[src/rtl/jpeg_stream_writer.sv]
// rtl/jpeg_stream_writer.sv - packs byte-stuffed JPEG output into 32-bit words written over Avalon-MM
// Optional feature macro: JPEG_EOI_EN (append 0xFF,0xD9 end-of-image marker on flush)
module jpeg_stream_writer #(
    parameter int ADDR_W  = 32,
    parameter int COUNT_W = 24
) (
    input  logic               clk,
    input  logic               rst_n,
    input  logic               start,
    input  logic [ADDR_W-1:0]  base_addr,
    input  logic [15:0]        in_bits,
    input  logic [1:0]         in_valid,
    input  logic               ena_in,
    output logic               rdy_out,
    input  logic               flush,
    output logic [ADDR_W-1:0]  wr_addr,
    output logic [31:0]        wr_data,
    output logic [3:0]         wr_byteen,
    output logic               wr_req,
    input  logic               wr_waitrequest,
    output logic [COUNT_W-1:0] byte_count,
    output logic               done,
    output logic               err
);

    typedef enum logic [2:0] {
        S_IDLE,
        S_FILL,
        S_WRITE,
        S_FLUSH,
        S_PARTIAL,
        S_DONE
    } state_t;

    state_t      state;
    state_t      state_next;
    logic [7:0]  byte_buf [5];
    logic [2:0]  cnt;
    logic [2:0]  cnt_p1;
    logic        flush_pend;
    logic        accept;
    logic [31:0] partial_data;
    logic [3:0]  partial_be;
`ifdef JPEG_EOI_EN
    logic        eoi_added;
`endif

    assign rdy_out = (state == S_FILL) && !flush_pend && (cnt <= 3'd3);
    assign accept  = ena_in && rdy_out;
    assign done    = (state == S_DONE);
    assign cnt_p1  = cnt + 3'd1;

    always_comb begin
        state_next = state;
        case (state)
            S_IDLE:    if (start) state_next = S_FILL;
            S_FILL: begin
                if (cnt >= 3'd4)     state_next = S_WRITE;
                else if (flush_pend) state_next = S_FLUSH;
            end
            S_WRITE:   if (!wr_waitrequest) state_next = S_FILL;
            S_FLUSH: begin
                if (cnt != 3'd0) state_next = S_PARTIAL;
                else             state_next = S_DONE;
`ifdef JPEG_EOI_EN
                // First flush only appends the marker; it is then drained like normal data
                if (!eoi_added) state_next = S_FILL;
`endif
            end
            S_PARTIAL: if (!wr_waitrequest) state_next = S_DONE;
            S_DONE:    state_next = S_IDLE;
            default:   state_next = S_IDLE;
        endcase
    end

    // Tail word: bytes beyond the buffered count are forced to zero
    always_comb begin
        partial_data = '0;
        for (int i = 0; i < 4; i++) begin
            if (3'(i) < cnt) partial_data[8*i +: 8] = byte_buf[i];
        end
        case (cnt)
            3'd0:    partial_be = 4'h0;
            3'd1:    partial_be = 4'h1;
            3'd2:    partial_be = 4'h3;
            3'd3:    partial_be = 4'h7;
            default: partial_be = 4'hF;
        endcase
    end

    always_ff @(posedge clk or negedge rst_n) begin
        if (!rst_n) begin
            state      <= S_IDLE;
            cnt        <= '0;
            flush_pend <= 1'b0;
            wr_req     <= 1'b0;
            wr_addr    <= '0;
            wr_data    <= '0;
            wr_byteen  <= '0;
            byte_count <= '0;
            err        <= 1'b0;
            for (int i = 0; i < 5; i++) byte_buf[i] <= '0;
`ifdef JPEG_EOI_EN
            eoi_added  <= 1'b0;
`endif
        end else begin
            state <= state_next;
            if (state != S_IDLE && flush) flush_pend <= 1'b1;
            case (state)
                S_IDLE: begin
                    if (start) begin
                        wr_addr    <= base_addr & ~ADDR_W'(3);
                        cnt        <= '0;
                        byte_count <= '0;
                        err        <= 1'b0;
`ifdef JPEG_EOI_EN
                        eoi_added  <= 1'b0;
`endif
                    end
                end
                S_FILL: begin
                    if (accept) begin
                        case (in_valid)
                            2'd2: begin
                                byte_buf[cnt]    <= in_bits[15:8];
                                byte_buf[cnt_p1] <= in_bits[7:0];
                                cnt              <= cnt + 3'd2;
                            end
                            2'd1: begin
                                byte_buf[cnt] <= in_bits[15:8];
                                cnt           <= cnt_p1;
                            end
                            2'd3:    err <= 1'b1;
                            default: ;
                        endcase
                    end
                    if (state_next == S_WRITE) begin
                        wr_req    <= 1'b1;
                        wr_data   <= {byte_buf[3], byte_buf[2], byte_buf[1], byte_buf[0]};
                        wr_byteen <= 4'hF;
                    end
                end
                S_WRITE: begin
                    if (!wr_waitrequest) begin
                        wr_req      <= 1'b0;
                        byte_buf[0] <= byte_buf[4];
                        for (int i = 1; i < 5; i++) byte_buf[i] <= '0;
                        cnt         <= cnt - 3'd4;
                        wr_addr     <= wr_addr + ADDR_W'(4);
                        byte_count  <= byte_count + COUNT_W'(4);
                    end
                end
                S_FLUSH: begin
                    if (state_next == S_PARTIAL) begin
                        wr_req    <= 1'b1;
                        wr_data   <= partial_data;
                        wr_byteen <= partial_be;
                    end
`ifdef JPEG_EOI_EN
                    if (state_next == S_FILL) begin
                        byte_buf[cnt]    <= 8'hFF;
                        byte_buf[cnt_p1] <= 8'hD9;
                        cnt              <= cnt + 3'd2;
                        eoi_added        <= 1'b1;
                    end
`endif
                end
                S_PARTIAL: begin
                    if (!wr_waitrequest) begin
                        wr_req     <= 1'b0;
                        byte_count <= byte_count + COUNT_W'(cnt);
                        cnt        <= '0;
                    end
                end
                S_DONE:  flush_pend <= 1'b0;
                default: ;
            endcase
        end
    end

endmodule

[config.mk]
export PLATFORM = sky130hd
export DESIGN_NAME = jpeg_stream_writer
export DESIGN_NICKNAME = d
export VERILOG_FILES = /design/src/rtl/jpeg_stream_writer.sv
export SDC_FILE = /design/constraint.sdc
export NUM_CORES = 1
export LEC_CHECK = 0
export ABC_AREA = 1
export CORE_MARGIN = 10
export CORE_UTILIZATION = 60
export CTS_BUF_LIST = sky130_fd_sc_hd__clkbuf_8
export DETAILED_ROUTE_END_ITERATION = 12
export GPL_ROUTABILITY_DRIVEN = 0
export HOLD_SLACK_MARGIN = 0.1
export PLACE_DENSITY = 0.89
export REMOVE_ABC_BUFFERS = 1
export SLEW_MARGIN = 0
export SYNTH_ARGS = -nofsm -noshare
export SYNTH_HDL_FRONTEND = slang
export SYNTH_SLANG_ARGS = --single-unit
[constraint.sdc]
create_clock -name clk -period 3.4 [get_ports clk]
set_clock_uncertainty 0.2 [all_clocks]
set_input_delay 0.34 -clock clk [delete_from_list [all_inputs] [get_ports clk]]
set_output_delay 0.34 -clock clk [all_outputs]
set_load 0.02 [all_outputs]
==> results.tsv <==
metric	value	unit
status	finished clean	
setup_viol	0	
cp.required	3.56	ns
nFillCells	1107	
numCtsBuffers	17	
cts_setup_buffers	0	
yosys_warnings	0	
power_density	825.5	nW/um^2
final_common_cell	nand2_1	
vias	9253	
first_pass_iters	6	
grt_pass1_vias	8687	
rrSetupSlack	0.60	ns
synthToLayoutAreaGrowth	22.77	%
r2r-end	wr_addr[8]	
ctsRootBufferMaster	clkbuf_8	
slew_headroom	52.82	%
drtAntennaViolNets	0	
die_x	140.1	um
clock_sinks	139	
peakVddDrop	0.7168	mV
clock_latency	0.47	ns
drive_gt1_share	5.402	%
ios	152	
syn_area_per_cell	6.851	um^2
crit_end	wr_addr[8]	
finalPower	8.776	mW
place_hpwl	18590	um
worstRegToRegCells	8	
start_util	61.91	%
port_buffers	147	
first_iter_violations	1173	
worst_pin_slew	0.7069	ns
ys_seq_elements	139	
htreeDepth	4	
wire_per_inst	16.63	um
grt_max_degree	59	
ys_async_sr_fraction	100.0	%
synth_edf_count	0	
layout_common_cells	nand2_1 (460), clkdlybuf4s50_1 (146), dfrtp_1 (139), nor2_1 (123), nand3_1 (108)	
cts_tree	done	
hold_viol	0	
rsz0062_at_grt	false	
r2r-start	state[0]	
critPathLaunchType	register	
cts_max_path_buffers	2	
drc	0	
grt_usage	26.23	%
viasPerCell	5.827	
synthCells	1264	
period_share	82.32	%
rows	43	
grt_pass1_wl	43370	um
end_kind	register	
startpoint	state[0]	
fin_tns_setup	0	ns
dieArea	19640	um^2
cp_max_fo	30	
ys.flop_type	dfrtp_1	
leakage	4.984	nW
hold_slack	0.1673	ns
path_cells	inv_2 -> nand3_4 -> inv_2 -> nand2_1 -> nand2_1 -> inv_1 -> a21oi_1 -> nor2_1	
synth_cell_types	45	
drt-total-wl	26400	um
drv_slew	0	
maxCapViolations	0	
cp_slowest_cell	inv_1	
fp.dieH	140.1	um
fmax	0.3573	GHz
crit_arrival	2.96	ns
grt_overflow	0	
fin_nets	1462	
period_needed	2.799	ns
critical-path-max-stage-delay	0.47	ns
hold_path.class	in -> async	
coreArea	13990	um^2
antenna_found_initial	1	
worst-setup-path-type	reg -> reg	
cts.clk_slew.worst_paths	0.09	ns
synth_area	8660	um^2
ys_seq_area_share	40.17	%
metrics by stage:
stage	util, %	setup slack, ns	std cells	cell area (um^2)
2_1_floorplan	-	0.2324	1219	8426
5_1_grt	76.00	0.3983	1588	10630
6_report	76.00	0.6012	1588	10630
3_5_place_dp	72.89	0.6451	1554	10200
4_1_cts	75.98	0.6286	1587	10630
3_3_place_gp	72.89	0.7083	1554	10200
cells by family after synthesis:
logic type	count (synthesis)	share of synthesized area (%)
and+or+nand+nor	746	36.17
other	1	0.04330
adders and majority gates	12	1.821
xor gates and xnor gates	9	0.9103
AOI/OAI and AO/OA	208	13.65
DFF	139	40.17
buffers and inverters	149	7.239
worst min path at each step:
stage | start | end | slack [ns] | cells after the start
final | rst_n | byte_count[15] | 0.17 | 2
after floorplan | rst_n | byte_buf[0] | -0.16 | 0
after detailed placement | rst_n | byte_count[15] | 0.14 | 1
after global placement | rst_n | byte_count[15] | 0.14 | 1
after global routing | flush | flush_pend | 0.22 | 3
after CTS | rst_n | byte_count[15] | 0.20 | 2
per-layer routing:
metal / vias up / wire (um) / global-route usage, %
li1: 4396 / - / -
met1: 4311 / 11060 / 34.74
met2: 479 / 12050 / 40.83
met3: 67 / 2501 / 6.389
met4: 0 / 794 / 9.457
met5: - / 0 / 0
registers in the layout, summed over array words and instances (netlist names), 3 cells and up:
register	cells
byte_buf	40
wr_data	32
wr_addr	30
byte_count	24
wr_byteen	4
cnt	3
state	3
power breakdown:
group          total [mW]  internal (mW)  switching, mW
clock                1.44          0.735          0.705
combinational        4.54           1.60           2.94
sequential           2.79           2.20          0.596
synth_stat cells, drive strengths merged, types with 3 or more instances:
library cell  instances  area, um^2
clkbuf               17       63.81
nand3b               13       97.59
o22ai                 6       37.54
or2                   6       37.54
a31oi                13       87.58
ha                   11       137.6
o21ai               111       559.3
nand4                14       87.58
nor2                128       511.7
inv                 103       389.1
a21oi                38       190.2
dfrtp               139        3478
nand2               467        1775
nand3               112       588.1
xnor2                 3       26.28
buf                  29       173.9
o211ai               35       267.8
nor3                  4       20.02
xor2                  6       52.55
timing repair:
action	4_1_cts	5_1_grt
endpoints found under the setup margin	0	0
endpoints found under the hold margin	57	0
hold buffers	1	0
resized for setup	0	0
layout make-up:
type / count / area, um^2 / share of cell area, %
antenna: 1 / 2.502 / 0.02354
multi-input combinational: 977 / 4558 / 42.87
clock buffer: 17 / 234.0 / 2.201
inverter: 103 / 389.1 / 3.660
sequential: 139 / 3478 / 32.72
tap: 180 / 225.2 / 2.118
timing repair buffer: 156 / 1555 / 14.63
clock inverter: 15 / 188.9 / 1.777
critical path, delay by kind of cell, from the launching register on:
family          cells  cell delay, ns
compound gates      1            0.24
flops               1            0.45
simple gates        4            0.83
buf+inv             3            0.96
No activity file was read; power rests on OpenSTA's default activity.
